**src/rtl/fetch_pc_ctrl.sv**
```systemverilog
// Fetch-stage sequencer: owns the fetch PC, issues one instruction-memory request at a time,
// absorbs redirects while a fetch is in flight, and presents fetched words to ID.
module fetch_pc_ctrl #(
    parameter logic [31:0] RESET_PC = 32'hBFC0_0000
) (
    input  logic        clk,
    input  logic        resetn,
    input  logic        redirect_valid,
    input  logic [31:0] redirect_pc,
    output logic        inst_req,
    output logic [31:0] inst_addr,
    input  logic        inst_addr_ok,
    input  logic        inst_data_ok,
    input  logic [31:0] inst_rdata,
    input  logic        id_allowin,
    output logic        if_valid,
    output logic [31:0] if_pc,
    output logic [31:0] if_inst,
    output logic        fetch_busy
);

    typedef enum logic [1:0] {
        ST_REQ  = 2'd0,
        ST_WAIT = 2'd1,
        ST_OUT  = 2'd2
    } state_e;

    state_e      state_q,    state_d;
    logic [31:0] fetch_pc_q, fetch_pc_d;
    logic        discard_q,  discard_d;
    logic [31:0] pend_pc_q,  pend_pc_d;
    logic        if_valid_q, if_valid_d;
    logic [31:0] if_pc_q,    if_pc_d;
    logic [31:0] if_inst_q,  if_inst_d;

    // Request side is decoded from state only; resetn gating keeps the request low while in reset.
    assign inst_req   = resetn && (state_q == ST_REQ);
    assign inst_addr  = fetch_pc_q;
    assign fetch_busy = (state_q == ST_WAIT);
    assign if_valid   = if_valid_q;
    assign if_pc      = if_pc_q;
    assign if_inst    = if_inst_q;

    always_comb begin
        // NOTE: every _d defaults to its _q first so no path through the case leaves a latch.
        state_d    = state_q;
        fetch_pc_d = fetch_pc_q;
        discard_d  = discard_q;
        pend_pc_d  = pend_pc_q;
        if_valid_d = if_valid_q;
        if_pc_d    = if_pc_q;
        if_inst_d  = if_inst_q;

        case (state_q)
            ST_REQ: begin
                // The request stays on the old address; only the target is remembered.
                if (redirect_valid) begin
                    discard_d = 1'b1;
                    pend_pc_d = redirect_pc;
                end
                if (inst_addr_ok) begin
                    state_d = ST_WAIT;
                end
            end

            ST_WAIT: begin
                if (inst_data_ok) begin
                    discard_d = 1'b0;
                    if (redirect_valid) begin
                        fetch_pc_d = redirect_pc;
                        state_d    = ST_REQ;
                    end else if (discard_q) begin
                        fetch_pc_d = pend_pc_q;
                        state_d    = ST_REQ;
                    end else begin
                        if_valid_d = 1'b1;
                        if_pc_d    = fetch_pc_q;
                        if_inst_d  = inst_rdata;
                        state_d    = ST_OUT;
                    end
                end else if (redirect_valid) begin
                    discard_d = 1'b1;
                    pend_pc_d = redirect_pc;
                end
            end

            ST_OUT: begin
                // A redirect kills the buffered instruction even if ID would take it this cycle.
                if (redirect_valid) begin
                    if_valid_d = 1'b0;
                    fetch_pc_d = redirect_pc;
                    state_d    = ST_REQ;
                end else if (id_allowin) begin
                    if_valid_d = 1'b0;
                    fetch_pc_d = if_pc_q + 32'd4;
                    state_d    = ST_REQ;
                end
            end

            default: begin
                state_d = ST_REQ;
            end
        endcase
    end

    always_ff @(posedge clk or negedge resetn) begin
        if (!resetn) begin
            state_q    <= ST_REQ;
            fetch_pc_q <= RESET_PC;
            discard_q  <= 1'b0;
            pend_pc_q  <= '0;
            if_valid_q <= 1'b0;
            if_pc_q    <= '0;
            if_inst_q  <= '0;
        end else begin
            // NOTE: non-blocking so every flop samples the same pre-edge values.
            state_q    <= state_d;
            fetch_pc_q <= fetch_pc_d;
            discard_q  <= discard_d;
            pend_pc_q  <= pend_pc_d;
            if_valid_q <= if_valid_d;
            if_pc_q    <= if_pc_d;
            if_inst_q  <= if_inst_d;
        end
    end

endmodule

```
**config.mk**
```make
export PLATFORM = sky130hd
export DESIGN_NAME = fetch_pc_ctrl
export DESIGN_NICKNAME = d
export VERILOG_FILES = /design/src/rtl/fetch_pc_ctrl.sv
export SDC_FILE = /design/constraint.sdc
export NUM_CORES = 1
export LEC_CHECK = 0
export CAP_MARGIN = 5
export CELL_PAD_IN_SITES_DETAIL_PLACEMENT = 1
export CELL_PAD_IN_SITES_GLOBAL_PLACEMENT = 2
export CORE_MARGIN = 1
export CORE_UTILIZATION = 28
export DETAILED_ROUTE_END_ITERATION = 16
export PLACE_DENSITY_LB_ADDON = 0.1
export REMOVE_ABC_BUFFERS = 1
export SETUP_SLACK_MARGIN = 0.02
export SLEW_MARGIN = 20
export SYNTH_ARGS = -nofsm -noshare
export SYNTH_HDL_FRONTEND = slang
export SYNTH_SLANG_ARGS = --single-unit
```
**constraint.sdc**
```tcl
create_clock -name clk -period 2.08 [get_ports clk]
set_input_delay 0.416 -clock clk [delete_from_list [all_inputs] [get_ports clk]]
set_output_delay 0.416 -clock clk [all_outputs]
set_load 0.005 [all_outputs]
```
==> out/metrics.cfg, run 1 <==
[run_status]
status=complete, no violations

[sta]
finalClockSkew_ns=0.0109
rsz0062_at_grt=yes
slew_headroom_pct=50.3
holdWs_ns=0.132
min_period_over_period_pct=97.5
drv_slew=0
fmax_mhz=493
hold_violations=0
layout_min_cycle_time_ns=2.03
worst_pin_slew_ns=0.746
setup_viol=0

[global_route]
grt_pass1_vias=5825
track_usage_pct=19.3
antenna_found_initial=0
grt_pass1_wl_um=32900
grt_overflow_total=0
grt_start_max_net_pins=133

[synthesis]
synth_top_family_by_area=multiplexers
synth_area_leaders=dfrtp_1 (50%), mux2_2 (16%), dfstp_2 (3.9%)
synth_xor_area_share_pct=2.58
yosys.area.top_type=dfrtp_1
synthSimpleGateAreaFrac_pct=11.0
syn_area_mm2=0.00611
avgSynthCellArea_um2=11.5
async_flop_share_pct=100
yosysTopAreaCellShare_pct=50.3
syn_inst=533
muxShareOfSynthArea_pct=17.2
yosysUniqueCellTypes=50
synth_edf_count=0
synth-compound-area-share_pct=11.1
synthAdderAreaFrac_pct=1.02
synth_seq_area_share_pct=54.2
synth_flop_cell=dfrtp_1
ys_warn_count=0
ys_ff_latch=132

[clock_tree]
clock-root-buffer=clkbuf_16
clk_latency_ns=0.42
cts_tree=done
ctsLongestPathBuffers=2
cts_made_buffers=17
path_clk_slew_ns=0.06
cts_hold_buf=0
numClockSinks=132
h-tree-depth=4

[drt]
final_antenna_net_count=0
routedWlPerCell_um=19.3
wl_um=20400
drt-initial-drc-count=205
drc_errors=0
first_pass_iters=4
vias=5233
avgViaCountPerCell=4.94

[final_layout]
fin_util_pct=45.3
syn_to_final_growth_pct=57.1
final_nets=846
layout.cells.non_filler=1059
diodes=0
final_layout_size_suffix_gt1_share_pct=31.1

[power_and_ir_drop]
ir_drop_mv=0.731
p_sw_w=0.00528
p_seq_share_pct=31.8
power.density_mw_per_mm2=1630
p_clk_share_pct=20.2
share_comb_of_total_power_pct=48.0
leakage_nw=3.95
p_sw_share_pct=33.8
power.internal_w=0.0104

[placed_design]
dpl.hpwl_um=14400
port_buffers=168
gp_congestion=0.793
dp_cells=1010

[floorplan]
rows=53
dieHeight_um=150
coreArea_mm2=0.0212
fp.dieW_um=150
die_area_mm2=0.0224
initial_core_util_pct=28.8
io_pins=169

[setup_path]
worstSetupEndpointType=register
cp.arrival_ns=2.36
worstPathRequired_ns=2.42
r2r_slack_ns=0.05
crit_type=register to register
cp_max_fo=19
worstSetupStartpointType=register

[worst_hold_path]
min_path_type=primary input to asynchronous set/reset pin

[flow_run]
drv_cap=0

power groups by stage:
stage / logic (W) / registers, W / clock network [W]
finish: 0.00750 / 0.00497 / 0.00316
global route: 0.00818 / 0.00517 / 0.00337
CTS: 0.00730 / 0.00497 / 0.00326
detailed placement: 0.00697 / 0.00499 / 0
global placement: 0.00681 / 0.00493 / 0
floorplan: 0.00280 / 0.00489 / 0
kinds of logic (layout without fill, tap and decap cells):
kind of cell	count (synthesis)	after routing
AND/OR/NAND/NOR	136	136
multiplexers	94	94
buffers and inverters	46	297
flip-flops	132	132
adder cells (fa/ha/maj)	5	5
AO/OA/AOI/OAI	102	102
XOR/XNOR	18	18
per-layer routing:
layer / global-route usage, % / wire [µm] / vias up
li1: - / - / 2430
met1: 24.7 / 9050 / 2657
met2: 31.2 / 9800 / 136
met3: 6.49 / 1400 / 10
met4: 4.75 / 174 / 0
met5: 0 / 0 / -
cell usage after synthesis, drive strengths merged (7+ instances only):
master / number
nor3: 12
dfrtp: 123
dfstp: 9
xor2: 10
nand2: 32
nand4: 11
nor2: 38
xnor2: 8
o21ai: 30
nor4: 7
a221oi: 11
inv: 14
nand3: 13
a21oi: 20
clkbuf: 28
mux2: 89
path summary, 6_finish.rpt:
path / from / end / cells past startpoint
worst max-delay path: state_q[0]$_DFFE_PN0P_ / inst_addr[23]$_DFFE_PN1P_ / 8
worst min-delay path: resetn / pend_pc_q[6]$_DFFE_PN0P_ / 2
worst max register to register: state_q[0]$_DFFE_PN0P_ / inst_addr[23]$_DFFE_PN1P_ / 8
worst min register to register: pend_pc_q[0]$_DFFE_PN0P_ / pend_pc_q[0]$_DFFE_PN0P_ / 1
max in group asynchronous: resetn / if_pc[27]$_DFFE_PN0P_ / 2
min in group clk: pend_pc_q[0]$_DFFE_PN0P_ / pend_pc_q[0]$_DFFE_PN0P_ / 1
stage by stage:
step	power (W)	setup WS (ns)	setup TNS (ns)	cell area (µm²)
after floorplan	0.00769	-3.99	-301.95	5990
after global placement	0.0117	-0.117	-1.12	8660
after detailed placement	0.0120	-0.169	-1.75	8660
after CTS	0.0155	-0.000917	-0.000917	9410
after global routing	0.0167	-0.00471	-0.00982	9600
final	0.0156	0.0529	0	9600
cells in the final DEF, fill, tap and decap left out, types with 6 or more instances in the layout:
master / instances
nand2_1: 31
nand4_1: 11
clkdlybuf4s50_1: 164
inv_1: 12
nor2_1: 38
buf_6: 10
a21oi_1: 20
mux2_2: 89
and3_1: 6
dfrtp_1: 123
dfstp_2: 9
a221oi_1: 6
nor3_1: 11
xnor2_1: 8
buf_4: 63
a211o_1: 6
clkbuf_16: 17
o21ai_0: 27
buf_12: 10
xor2_1: 10
nand3_1: 11
worst max-delay path, cell delays in order (launching register included):
cell	delay [ns]
dfrtp_1	0.39
buf_6	0.13
ha_4	0.17
nor2b_4	0.14
a2111o_1	0.42
buf_12	0.18
nand2_1	0.07
o21ai_0	0.06
or3b_1	0.38
state kept, by name, summed over array words and instances, names as in the netlist:
register and flops:
pend_pc_q 32, if_pc 32, if_inst 32, if_valid 1
inst_addr 32, state_q 2, discard_q 1
timing repair:
item                                    4_1_cts  5_1_grt
resized for setup                            20       26
endpoints found under the hold margin         0        0
endpoints found under the setup margin       12       21
setup buffers                                 8        8
gates cloned                                  1        0
pin swaps                                     2        6
final cells by class:
class / instances / area [µm²]
timing repair buffer: 251 / 2460
sequential: 132 / 3310
clock inverter: 13 / 174
tap: 275 / 344
multi-input combinational: 355 / 2810
inverter: 14 / 52.6
clock buffer: 19 / 443
fill: 2247 / 11600
Power figures use the tool's default switching activity.
==> run 2, diff against run 1 <==
--- a/config.mk
+++ b/config.mk
@@ -11,8 +11,8 @@
 export CORE_MARGIN = 1
 export CORE_UTILIZATION = 28
 export DETAILED_ROUTE_END_ITERATION = 16
-export PLACE_DENSITY_LB_ADDON = 0.1
-export REMOVE_ABC_BUFFERS = 1
+export HOLD_SLACK_MARGIN = 0.02
+export PLACE_DENSITY = 0.78
 export SETUP_SLACK_MARGIN = 0.02
 export SLEW_MARGIN = 20
 export SYNTH_ARGS = -nofsm -noshare
==> run 2 against run 1 <==
Net effect: maximum frequency increased by 0.27%; sequential power increased by 1%; sequential share of layout area increased by 0.39 points; clock-buffer cell count up 2; clock skew about the same; power down 0.86%; utilization decreased by 0.50 points; critical endpoint is now inst_addr[17]$_DFFE_PN0P_; largest cell class unchanged; highest routed layer is now met5.
==> out/metrics.cfg, run 2 (synthesis results as in run 1) <==
[floorplan]
dieHeight_um=150
die_area_mm2=0.0224
io_pins=169
coreArea_mm2=0.0212
rows=53
initial_core_util_pct=28.8
fp.dieW_um=150

[sta]
holdWs_ns=0.120
layout_min_cycle_time_ns=2.02
finalClockSkew_ns=0.0104
slew_headroom_pct=48.7
setup_ws_ns=0.0583
min_period_over_period_pct=97.2
tns_ns=0
rsz0062_at_grt=yes
hold_violations=0
worst_pin_slew_ns=0.769
drv_slew=0
fmax_mhz=495
setup_viol=0

[placed_design]
port_buffers=168
pre_cts_slack_ns=-0.166
dpl.hpwl_um=14300
gp_congestion=0.865

[final_layout]
final_nets=835
nFillCells=2275
layout_common_cells=clkdlybuf4s50_1 (164), dfrtp_1 (123), mux2_2 (89)
final_common_cell=clkdlybuf4s50_1
fin_util_pct=44.8
final_layout_size_suffix_gt1_share_pct=29.8
syn_to_final_growth_pct=55.3

[drt]
first_pass_iters=4
vias=5282
routedWlPerCell_um=19.3
avgViaCountPerCell=5.03
wl_um=20300
final_antenna_net_count=0
drt-initial-drc-count=218
drc_errors=0

[clock_tree]
clk_latency_ns=0.41
ctsLongestPathBuffers=2
h-tree-depth=4
cts_tree=done
cts_made_buffers=17
cts_hold_buf=0
path_clk_slew_ns=0.05
numClockSinks=132
clock-root-buffer=clkbuf_16

[setup_path]
reg2reg_depth=8
reg2reg_to=inst_addr[17]$_DFFE_PN0P_
crit_type=register to register
worstSetupEndpointType=register
cp_top_family=compound AO/OA/AOI/OAI gates
worstPathRequired_ns=2.36
crit_buf_inv=3
crit_start=state_q[1]$_DFFE_PN0P_
cpPeakStageDelay_ns=0.49
path_cells=inv_2 > ha_4 > nor3b_4 > a2111o_1 > buf_6 > clkbuf_16 > a221oi_1 > a21oi_1
cp_slowest_cell=a2111o_1
cp.arrival_ns=2.30
r2r_start=state_q[1]$_DFFE_PN0P_
r2r_slack_ns=0.06
cp_max_fo=6
worstSetupStartpointType=register

[run_status]
status=complete, no violations

[global_route]
grt_start_max_net_pins=133
grt_use_met2_pct=31.5
use_met1_pct=23.0
antenna_found_initial=4
grt_pass1_wl_um=32300
grt-busiest-layer=met2
grt.met3_usage_pct=5.58
track_usage_pct=18.7
grt_pass1_vias=5881
grt_overflow_total=0

[flow_run]
drv_cap=0

[worst_hold_path]
min_path_type=primary input to asynchronous set/reset pin

[power_and_ir_drop]
ir_drop_mv=0.554
leakage_nw=3.88
power.density_mw_per_mm2=1630

[synthesis]
synth_nets=608

run 2: where the power goes:
part,internal (W),switching (W)
sequential,0.00395,0.00107
clock,0.00211,0.00117
combinational,0.00425,0.00296
total,0.0103,0.00520
run 2: how the worst max path moves through the flow:
stage | endpoint | slack (ns) | depth (start not counted)
floorplan | inst_addr[23]$_DFFE_PN1P_ | -0.07 | 6
global placement | inst_addr[23]$_DFFE_PN1P_ | -0.09 | 7
detailed placement | inst_addr[27]$_DFFE_PN1P_ | -0.17 | 7
CTS | inst_addr[23]$_DFFE_PN1P_ | 0.04 | 5
global route | inst_addr[16]$_DFFE_PN0P_ | -0.07 | 8
finish | inst_addr[17]$_DFFE_PN0P_ | 0.06 | 8
run 2: final cells by class:
class	instances	area (µm²)	share of cell area, %
Antenna cell	2	5.00	0.0527
Clock buffer	21	470	4.95
Clock inverter	11	175	1.84
Inverter	14	52.6	0.553
Multi-Input combinational cell	355	2790	29.4
Sequential cell	132	3310	34.9
Tap cell	275	344	3.62
Timing Repair Buffer	240	2340	24.7
run 2: metal layers:
metal / share of wire [%] / wire length [µm]
met5: 0.11 / 22
met4: 1.7 / 350
met3: 6.1 / 1240
met2: 50 / 10200
met1: 42 / 8470
run 2: through the flow:
stage	power (W)	std cells	cell area (µm²)
floorplan	0.00779	533	6140
global placement	0.0115	1007	8610
detailed placement	0.0118	1007	8610
CTS	0.0153	1043	9350
global route	0.0165	1049	9490
finish	0.0155	1050	9500
run 2: worst register-to-register path, delay by kind of cell, from the launching register on:
family | cells | cell delay, ns
and+or+nand+nor | 1 | 0.15
DFF | 1 | 0.36
adders and majority gates | 1 | 0.18
buffers and inverters | 3 | 0.40
AOI/OAI and AO/OA | 3 | 0.81
run 2: repair_timing:
item / 4_1_cts / 5_1_grt
setup endpoints to repair: 11 / 16
hold endpoints to repair: 0 / 0
pin swaps: 5 / 10
buffers inserted: 4 / 4
resized for setup: 14 / 20
gates cloned: 0 / 1
==> run 3, diff against run 2 <==
--- a/config.mk
+++ b/config.mk
@@ -5,10 +5,9 @@
 export SDC_FILE = /design/constraint.sdc
 export NUM_CORES = 1
 export LEC_CHECK = 0
-export CAP_MARGIN = 5
+export CAP_MARGIN = 0
 export CELL_PAD_IN_SITES_DETAIL_PLACEMENT = 1
 export CELL_PAD_IN_SITES_GLOBAL_PLACEMENT = 2
-export CORE_MARGIN = 1
 export CORE_UTILIZATION = 28
 export DETAILED_ROUTE_END_ITERATION = 16
 export HOLD_SLACK_MARGIN = 0.02
==> results of run 3 <==
Final layout, timing and power as in run 2 (identical DEF).
